**src/rtl/lsu.sv**
```systemverilog
// Load/store unit: byte/half/word accesses onto a word-only data memory,
// with read-modify-write for sub-word stores. Optional misalignment trap: LSU_MISALIGN_TRAP_EN.
module lsu (
   input  logic        clk,
   input  logic        rst_n,
   input  logic        req,
   input  logic        wen,
   input  logic [1:0]  size,
   input  logic        sext,
   input  logic [31:0] addr,
   input  logic [31:0] wdata,
   output logic        busy,
   output logic        done,
   output logic [31:0] rdata,
   output logic        misalign,
   output logic        mem_we,
   output logic [31:0] mem_a,
   output logic [31:0] mem_wd,
   input  logic [31:0] mem_rd
);

   typedef enum logic [1:0] {IDLE, RD, WR, RESP} state_t;

   state_t      state, state_nxt;
   logic        wen_q, sext_q, mis_q;
   logic [1:0]  size_q;
   logic [31:0] addr_q, wdata_q, buf_q, rdata_q, wd_q;
   logic        mis_in;
   logic [1:0]  off;
   logic [4:0]  sh;
   logic [31:0] merged, lane, ext;

`ifdef LSU_MISALIGN_TRAP_EN
   assign mis_in = ((size == 2'b01) && addr[0]) || (size[1] && (addr[1:0] != 2'b00));
`else
   assign mis_in = 1'b0;
`endif

   // Lane offset forced to natural alignment so the untrapped build
   // silently uses the aligned halfword/word.
   always_comb begin
      off = 2'b00;
      case (size_q)
         2'b00:   off = addr_q[1:0];
         2'b01:   off = {addr_q[1], 1'b0};
         default: off = 2'b00;
      endcase
   end
   assign sh = {off, 3'b000};

   always_comb begin
      merged = buf_q;
      case (size_q)
         2'b00:   merged[sh +: 8]  = wdata_q[7:0];
         2'b01:   merged[sh +: 16] = wdata_q[15:0];
         default: merged = wdata_q;
      endcase
   end

   always_comb begin
      lane = mem_rd >> sh;
      ext  = mem_rd;
      case (size_q)
         2'b00:   ext = {{24{sext_q & lane[7]}}, lane[7:0]};
         2'b01:   ext = {{16{sext_q & lane[15]}}, lane[15:0]};
         default: ext = mem_rd;
      endcase
   end

   always_comb begin
      state_nxt = state;
      case (state)
         IDLE: if (req) begin
            if (mis_in)                state_nxt = RESP;
            else if (wen && size[1])   state_nxt = WR;
            else                       state_nxt = RD;
         end
         RD:      state_nxt = wen_q ? WR : RESP;
         WR:      state_nxt = RESP;
         default: state_nxt = IDLE;
      endcase
   end

   always_ff @(posedge clk or negedge rst_n) begin
      if (!rst_n) begin
         state   <= IDLE;
         wen_q   <= 1'b0;
         sext_q  <= 1'b0;
         mis_q   <= 1'b0;
         size_q  <= 2'b00;
         addr_q  <= '0;
         wdata_q <= '0;
         buf_q   <= '0;
         rdata_q <= '0;
         wd_q    <= '0;
      end else begin
         state <= state_nxt;
         case (state)
            IDLE: if (req) begin
               wen_q   <= wen;
               sext_q  <= sext;
               mis_q   <= mis_in;
               size_q  <= size;
               addr_q  <= addr;
               wdata_q <= wdata;
            end
            RD: begin
               buf_q <= mem_rd;
               if (!wen_q) rdata_q <= ext;
            end
            WR:      wd_q <= merged;
            default: ;
         endcase
      end
   end

   // Outside WR the write port shows the last merged word.
   assign mem_wd   = (state == WR) ? merged : wd_q;
   assign mem_we   = (state == WR);
   assign mem_a    = {addr_q[31:2], 2'b00};
   assign busy     = (state != IDLE);
   assign done     = (state == RESP);
   assign misalign = (state == RESP) && mis_q;
   assign rdata    = rdata_q;

endmodule

```
**config.mk**
```make
export PLATFORM = sky130hd
export DESIGN_NAME = lsu
export DESIGN_NICKNAME = d
export VERILOG_FILES = /design/src/rtl/lsu.sv
export SDC_FILE = /design/constraint.sdc
export NUM_CORES = 1
export LEC_CHECK = 0
export CORE_UTILIZATION = 50
export CTS_BUF_LIST = sky130_fd_sc_hd__clkbuf_16
export DETAILED_ROUTE_END_ITERATION = 6
export PLACE_DENSITY_LB_ADDON = 0.2
export SYNTH_ARGS = -nofsm -noshare
export SYNTH_HDL_FRONTEND = slang
export SYNTH_SLANG_ARGS = --single-unit
```
**constraint.sdc**
```tcl
create_clock -name clk -period 3.48 [get_ports clk]
set_input_delay 0.696 -clock clk [delete_from_list [all_inputs] [get_ports clk]]
set_output_delay 0.696 -clock clk [all_outputs]
set_load 0.02 [all_outputs]
```
==> results.py, run 1 <==
metrics = {
    "critical_path": {
        "reg2reg_slack_ns": 0.95,
        "cpMaxStageDelayCell": "or3b_4",
        "worst-r2r-cell-count": 6,
        "rr_startpoint": "size_q[1]",
        "cp_max_fo": 8,
        "end_kind": "primary output",
        "crit_type": "reg -> out",
        "crit_path_start_kind": "flop",
        "cp.buffers_inverters": 4,
        "r2r-end": "rdata[12]",
        "required_ns": 2.78,
        "crit_family": "simple AND/OR/NAND/NOR gates",
        "path_cells": "or3b_4, buf_4, clkinv_4, ha_1, nand2_1, nor3_4, buf_6, a221oi_1, a21oi_1, clkbuf_2",
        "cpPeakStageDelay_ns": 0.44,
        "worstPathArrival_ns": 2.70,
    },
    "grt": {
        "grt_pass1_wl_um": 36150,
        "antenna_found_initial": 0,
        "grt_max_degree": 77,
        "globalRouteOverflowTotal": 0,
        "grt_pass1_vias": 6650,
        "grt_use_total_pct": 29.04,
    },
    "power": {
        "powerDensity_nw_per_um2": 1094,
        "finalPower_w": 0.01175,
        "leakage_nw": 4.474,
        "peakVddDrop_uv": 548.9,
    },
    "finish": {
        "fin_cells": 1127,
        "utilization_pct": 67.83,
        "nets": 1011,
        "drive_gt1_share_pct": 24.70,
        "stdcell_area_sq_um": 10740,
        "antennaDiodeCount": 0,
        "area_delta_synth_final_pct": 33.20,
    },
    "synthesis": {
        "yosysTopAreaCell": "dfrtp_1",
        "synth_cell_types": 45,
        "synth-edff-count": 0,
        "synth_common_cells": "dfrtp_1 (166), mux2_2 (101), nand2_1 (67)",
        "syn_area_sq_um": 8060,
        "ys.warnings.count": 0,
        "synth_most_common_cell": "dfrtp_1",
        "ys_seq_area_share_pct": 51.54,
        "syn_area_per_cell_sq_um": 11.04,
        "ys_ff_latch": 166,
        "synth_cells": 730,
        "async_flop_share_pct": 100.0,
        "yosysTopAreaCellShare_pct": 51.54,
        "ys.flop_type": "dfrtp_1",
        "synth.area.top_cells": "dfrtp_1 (52%), mux2_2 (14%), buf_4 (3.2%), nand2_1 (3.1%), a21oi_1 (2.6%)",
    },
    "sta": {
        "hold_viol": 0,
        "rsz0062_at_grt": "true",
        "setup_viol": 0,
        "finalSetupTns_ns": 0,
        "slew_viol_final": 0,
        "period_minus_slack_ns": 3.396,
        "slew_headroom_pct": 53.34,
        "clock.fmax_ghz": 0.2945,
        "fin_skew_ns": 0.008949,
        "period_share_pct": 97.59,
        "worstMarginPinSlew_ns": 0.6999,
    },
    "routing": {
        "drt_iter0_drc": 526,
        "drcViolationCount": 0,
        "drt_wl_total_um": 23800,
        "via_per_inst": 5.784,
        "wl_per_cell_um": 21.12,
        "first_pass_iters": 5,
        "antenna_left": 0,
        "num_vias": 6519,
    },
    "floorplanning": {
        "die_w_um": 129.0,
        "fp.dieH_um": 129.0,
        "die_area_sq_um": 16630,
        "core_area_sq_um": 15830,
        "row_count": 46,
        "io-pin-count": 203,
        "start_util_pct": 50.92,
    },
    "placed_design": {
        "dpl_cell_area_sq_um": 10160,
        "place_inst": 1094,
        "dpl.hpwl_um": 16830,
        "io_buffers": 199,
        "gp_congestion": 0.8898,
    },
    "clock_network": {
        "htree_levels": 4,
        "path_clk_slew_ns": 0.06,
        "cts_tree": "built",
        "cts.sinks": 166,
        "clk_latency_ns": 0.43,
        "clock_path_buffers": 2,
        "cts-root-buf": "clkbuf_16",
        "numCtsBuffers": 17,
    },
    "worst_hold_path": {
        "min_path_type": "in -> async",
    },
    "run": {
        "max_cap_violations": 0,
    },
    "run_status": {
        "status": "finished clean",
    },
}
==> kinds of logic after synthesis <==
| kind of cell | Yosys count | share of synthesized area (%) |
|---|---|---|
| other | 1 | 0.04652 |
| AO/OA/AOI/OAI | 188 | 15.31 |
| AND/OR/NAND/NOR | 144 | 8.491 |
| multiplexers | 117 | 16.25 |
| adder cells (fa/ha/maj) | 10 | 1.552 |
| buffers and inverters | 104 | 6.815 |
| flip-flops | 166 | 51.54 |
==> flip-flops by register name, summed over array words and instances, names as in the netlist <==
register and cells:
wdata_q 32, state 2, buf_q 32, rdata 32
size_q 2, sext_q 1, wen_q 1, addr_q 32
wd_q 32
==> repair_timing <==
| item | in CTS | in global routing |
|---|---|---|
| endpoints found under the setup margin | 32 | 28 |
| pin swaps | 0 | 3 |
| hold buffers | 0 | 0 |
| buffers inserted | 1 | 0 |
| resized for setup | 68 | 65 |
==> through the flow <==
stage / hold WS, ns / setup slack [ns]
6_report: 0.2972 / 0.08392
2_1_floorplan: 0.4004 / 0.01683
5_1_grt: 0.3518 / -0.03111
4_1_cts: 0.3148 / -0.1587
3_5_place_dp: 0.4753 / -0.01702
3_3_place_gp: 0.4664 / 0.04989
==> layer usage <==
metal	vias to the layer above	track usage, %	share of wire, %
met4	0	14.26	3.2
met1	3180	35.73	39
li1	2947	-	-
met2	341	48.24	50
met5	-	0	0
met3	51	6.736	7.7
==> cells in the final DEF, fill, tap and decap left out, types with 19 or more instances in the layout <==
cell type	count
mux2_2	101
dfrtp_1	166
inv_1	22
o21ai_0	37
clkdlybuf4s50_1	166
buf_4	24
nor2b_1	19
nor2_1	32
a21oi_1	28
o22ai_1	25
nand2_1	66
==> worst max path at each step <==
stage / startpoint / end / cells after the start
6_report: size_q[1] / mem_wd[28] / 10
3_5_place_dp: size_q[1] / mem_wd[17] / 7
3_3_place_gp: size_q[1] / mem_wd[17] / 7
4_1_cts: size_q[1] / mem_wd[7] / 9
5_1_grt: size_q[1] / mem_wd[13] / 8
2_1_floorplan: size_q[0] / mem_wd[16] / 9
==> cell type report <==
cell class	instances	area, sq um
clock inverters	15	128.9
multi-input cells	462	3552
inverters	23	91.34
flip-flops and latches	166	4154
well taps	216	270.3
repair buffers	228	2115
fillers	1184	5091
clock buffers	17	425.4
==> power by group <==
group | total, W | switching (W) | internal, W | leakage (nW)
Combinational | 0.00625 | 0.00344 | 0.00280 | 2.27
Sequential | 0.00372 | 0.000771 | 0.00295 | 1.94
Clock | 0.00178 | 0.000798 | 0.000985 | 0.263
(Power assumes the default switching activity.)
==> inputs of run 2 (changes only) <==
--- a/config.mk
+++ b/config.mk
@@ -6,7 +6,6 @@
 export NUM_CORES = 1
 export LEC_CHECK = 0
 export CORE_UTILIZATION = 50
-export CTS_BUF_LIST = sky130_fd_sc_hd__clkbuf_16
 export DETAILED_ROUTE_END_ITERATION = 6
 export PLACE_DENSITY_LB_ADDON = 0.2
 export SYNTH_ARGS = -nofsm -noshare
==> run 2 against run 1 <==
Die area unchanged. Routed wire length about the same. Via count increased by 0.55%. Non-clock buffer count unchanged. Cell count unchanged. Critical path type unchanged. Clock power increased by 3%. Clock-buffer cell count increased by 3. Clock skew increased by 0.00089 ns. First-iteration DRC count increased by 8.4%. Global-route usage increased by 0.064 points. Critical path depth unchanged.
==> results.py, run 2 (synthesis results as in run 1) <==
metrics = {
    "routing": {
        "first_pass_iters": 7,
        "via_per_inst": 5.816,
        "antenna_left": 0,
        "drcViolationCount": 0,
        "wl_per_cell_um": 21.14,
        "drt_wl_total_um": 23820,
        "drt_iter0_drc": 570,
        "num_vias": 6555,
    },
    "finish": {
        "drive_gt1_share_pct": 24.92,
        "antennaDiodeCount": 0,
        "area_delta_synth_final_pct": 33.34,
        "fillers": 1186,
        "nets": 1011,
        "final_cell_mix": "dfrtp_1 (166), clkdlybuf4s50_1 (166), mux2_2 (101)",
    },
    "placed_design": {
        "io_buffers": 199,
        "dpl.hpwl_um": 16830,
        "gp_congestion": 0.8898,
    },
    "critical_path": {
        "cp_max_fo": 8,
        "crit_path_start_kind": "flop",
        "required_ns": 2.78,
        "r2r-end": "rdata[18]",
        "end_kind": "primary output",
        "reg2reg_slack_ns": 0.94,
        "crit_type": "reg -> out",
        "worstPathArrival_ns": 2.77,
        "worst-r2r-cell-count": 6,
        "rr_startpoint": "size_q[1]",
    },
    "sta": {
        "worstMarginPinSlew_ns": 0.7002,
        "rsz0062_at_grt": "true",
        "clock.fmax_ghz": 0.2885,
        "finalSetupTns_ns": 0,
        "setup_viol": 0,
        "period_share_pct": 99.60,
        "fin_skew_ns": 0.009835,
        "period_minus_slack_ns": 3.466,
        "slew_headroom_pct": 53.32,
        "hold_viol": 0,
        "slew_viol_final": 0,
    },
    "run_status": {
        "status": "finished clean",
    },
    "floorplanning": {
        "die_w_um": 129.0,
        "die_area_sq_um": 16630,
        "start_util_pct": 50.92,
        "core_area_sq_um": 15830,
        "row_count": 46,
        "fp.dieH_um": 129.0,
        "io-pin-count": 203,
    },
    "clock_network": {
        "htree_levels": 4,
        "path_clk_slew_ns": 0.06,
        "cts-root-buf": "clkbuf_16",
        "numCtsBuffers": 17,
        "cts.sinks": 166,
        "clk_latency_ns": 0.43,
        "clock_path_buffers": 2,
        "cts_tree": "built",
    },
    "power": {
        "peakVddDrop_uv": 548.9,
        "powerDensity_nw_per_um2": 1097,
        "leakage_nw": 4.482,
        "finalPower_w": 0.01179,
    },
    "grt": {
        "grt_max_degree": 77,
        "grt_pass1_vias": 6678,
        "antenna_found_initial": 0,
        "globalRouteOverflowTotal": 0,
        "grt_pass1_wl_um": 36290,
        "grt_use_total_pct": 29.11,
    },
    "run": {
        "max_cap_violations": 0,
    },
    "worst_hold_path": {
        "min_path_type": "in -> async",
    },
}
## run 2: worst max-delay path by stage
stage | endpoint | from | slack, ns | cells past startpoint
after global placement | mem_wd[17] | size_q[1] | 0.05 | 7
after floorplan | mem_wd[16] | size_q[0] | 0.02 | 9
after detailed placement | mem_wd[17] | size_q[1] | -0.02 | 7
final | mem_wd[27] | size_q[1] | 0.01 | 10
after CTS | mem_wd[7] | size_q[1] | -0.16 | 9
after global routing | mem_wd[27] | size_q[1] | -0.07 | 10
## run 2: repair_timing
| item | 4_1_cts | 5_1_grt |
|---|---|---|
| hold buffers | 0 | 0 |
| resized for setup | 66 | 62 |
| pin swaps | 0 | 2 |
| setup buffers | 1 | 0 |
| hold endpoints to repair | 0 | 0 |
| endpoints found under the setup margin | 32 | 28 |
## run 2: metal layers
| layer | global-route usage, % | vias up | share of wire, % |
|---|---|---|---|
| li1 | - | 2941 | - |
| met1 | 35.81 | 3234 | 39 |
| met2 | 48.33 | 325 | 50 |
| met3 | 6.902 | 55 | 8.0 |
| met4 | 14.05 | 0 | 3.4 |
| met5 | 0 | - | 0 |
## run 2: critical path: stages, from the launching register on
cell and delay (ns):
dfrtp_1 0.43, or3b_4 0.44, buf_4 0.21, clkinv_4 0.06, ha_1 0.17, a21o_1 0.10
a21oi_1 0.06, buf_4 0.21, a221oi_4 0.28, a21oi_2 0.11, clkdlybuf4s15_2 0.26
## run 2: power by group
part	internal, W	switching (W)	total (W)
Sequential	0.00295	0.000773	0.00372
Combinational	0.00280	0.00344	0.00624
Clock	0.00103	0.000799	0.00183
Total	0.00678	0.00501	0.0118
## run 2: stage by stage
stage | utilization (%) | instances | hold slack [ns] | cell area, sq um | worst slack [ns]
6_report | 67.91 | 1127 | 0.2941 | 10750 | 0.01385
2_1_floorplan | - | 732 | 0.4004 | 8098 | 0.01683
5_1_grt | 67.91 | 1127 | 0.3528 | 10750 | -0.07255
4_1_cts | 68.17 | 1127 | 0.3170 | 10790 | -0.1565
3_3_place_gp | 64.18 | 1094 | 0.4664 | 10160 | 0.04989
3_5_place_dp | 64.18 | 1094 | 0.4753 | 10160 | -0.01702
## run 2: final cells by class
class                   count  area (sq um)  area share (%)
clock buffers              20         456.7           4.249
clock inverters            12         117.6           1.094
inverters                  23         91.34          0.8498
multi-input cells         462          3541           32.95
flip-flops and latches    166          4154           38.65
well taps                 216         270.3           2.515
repair buffers            228          2117           19.70
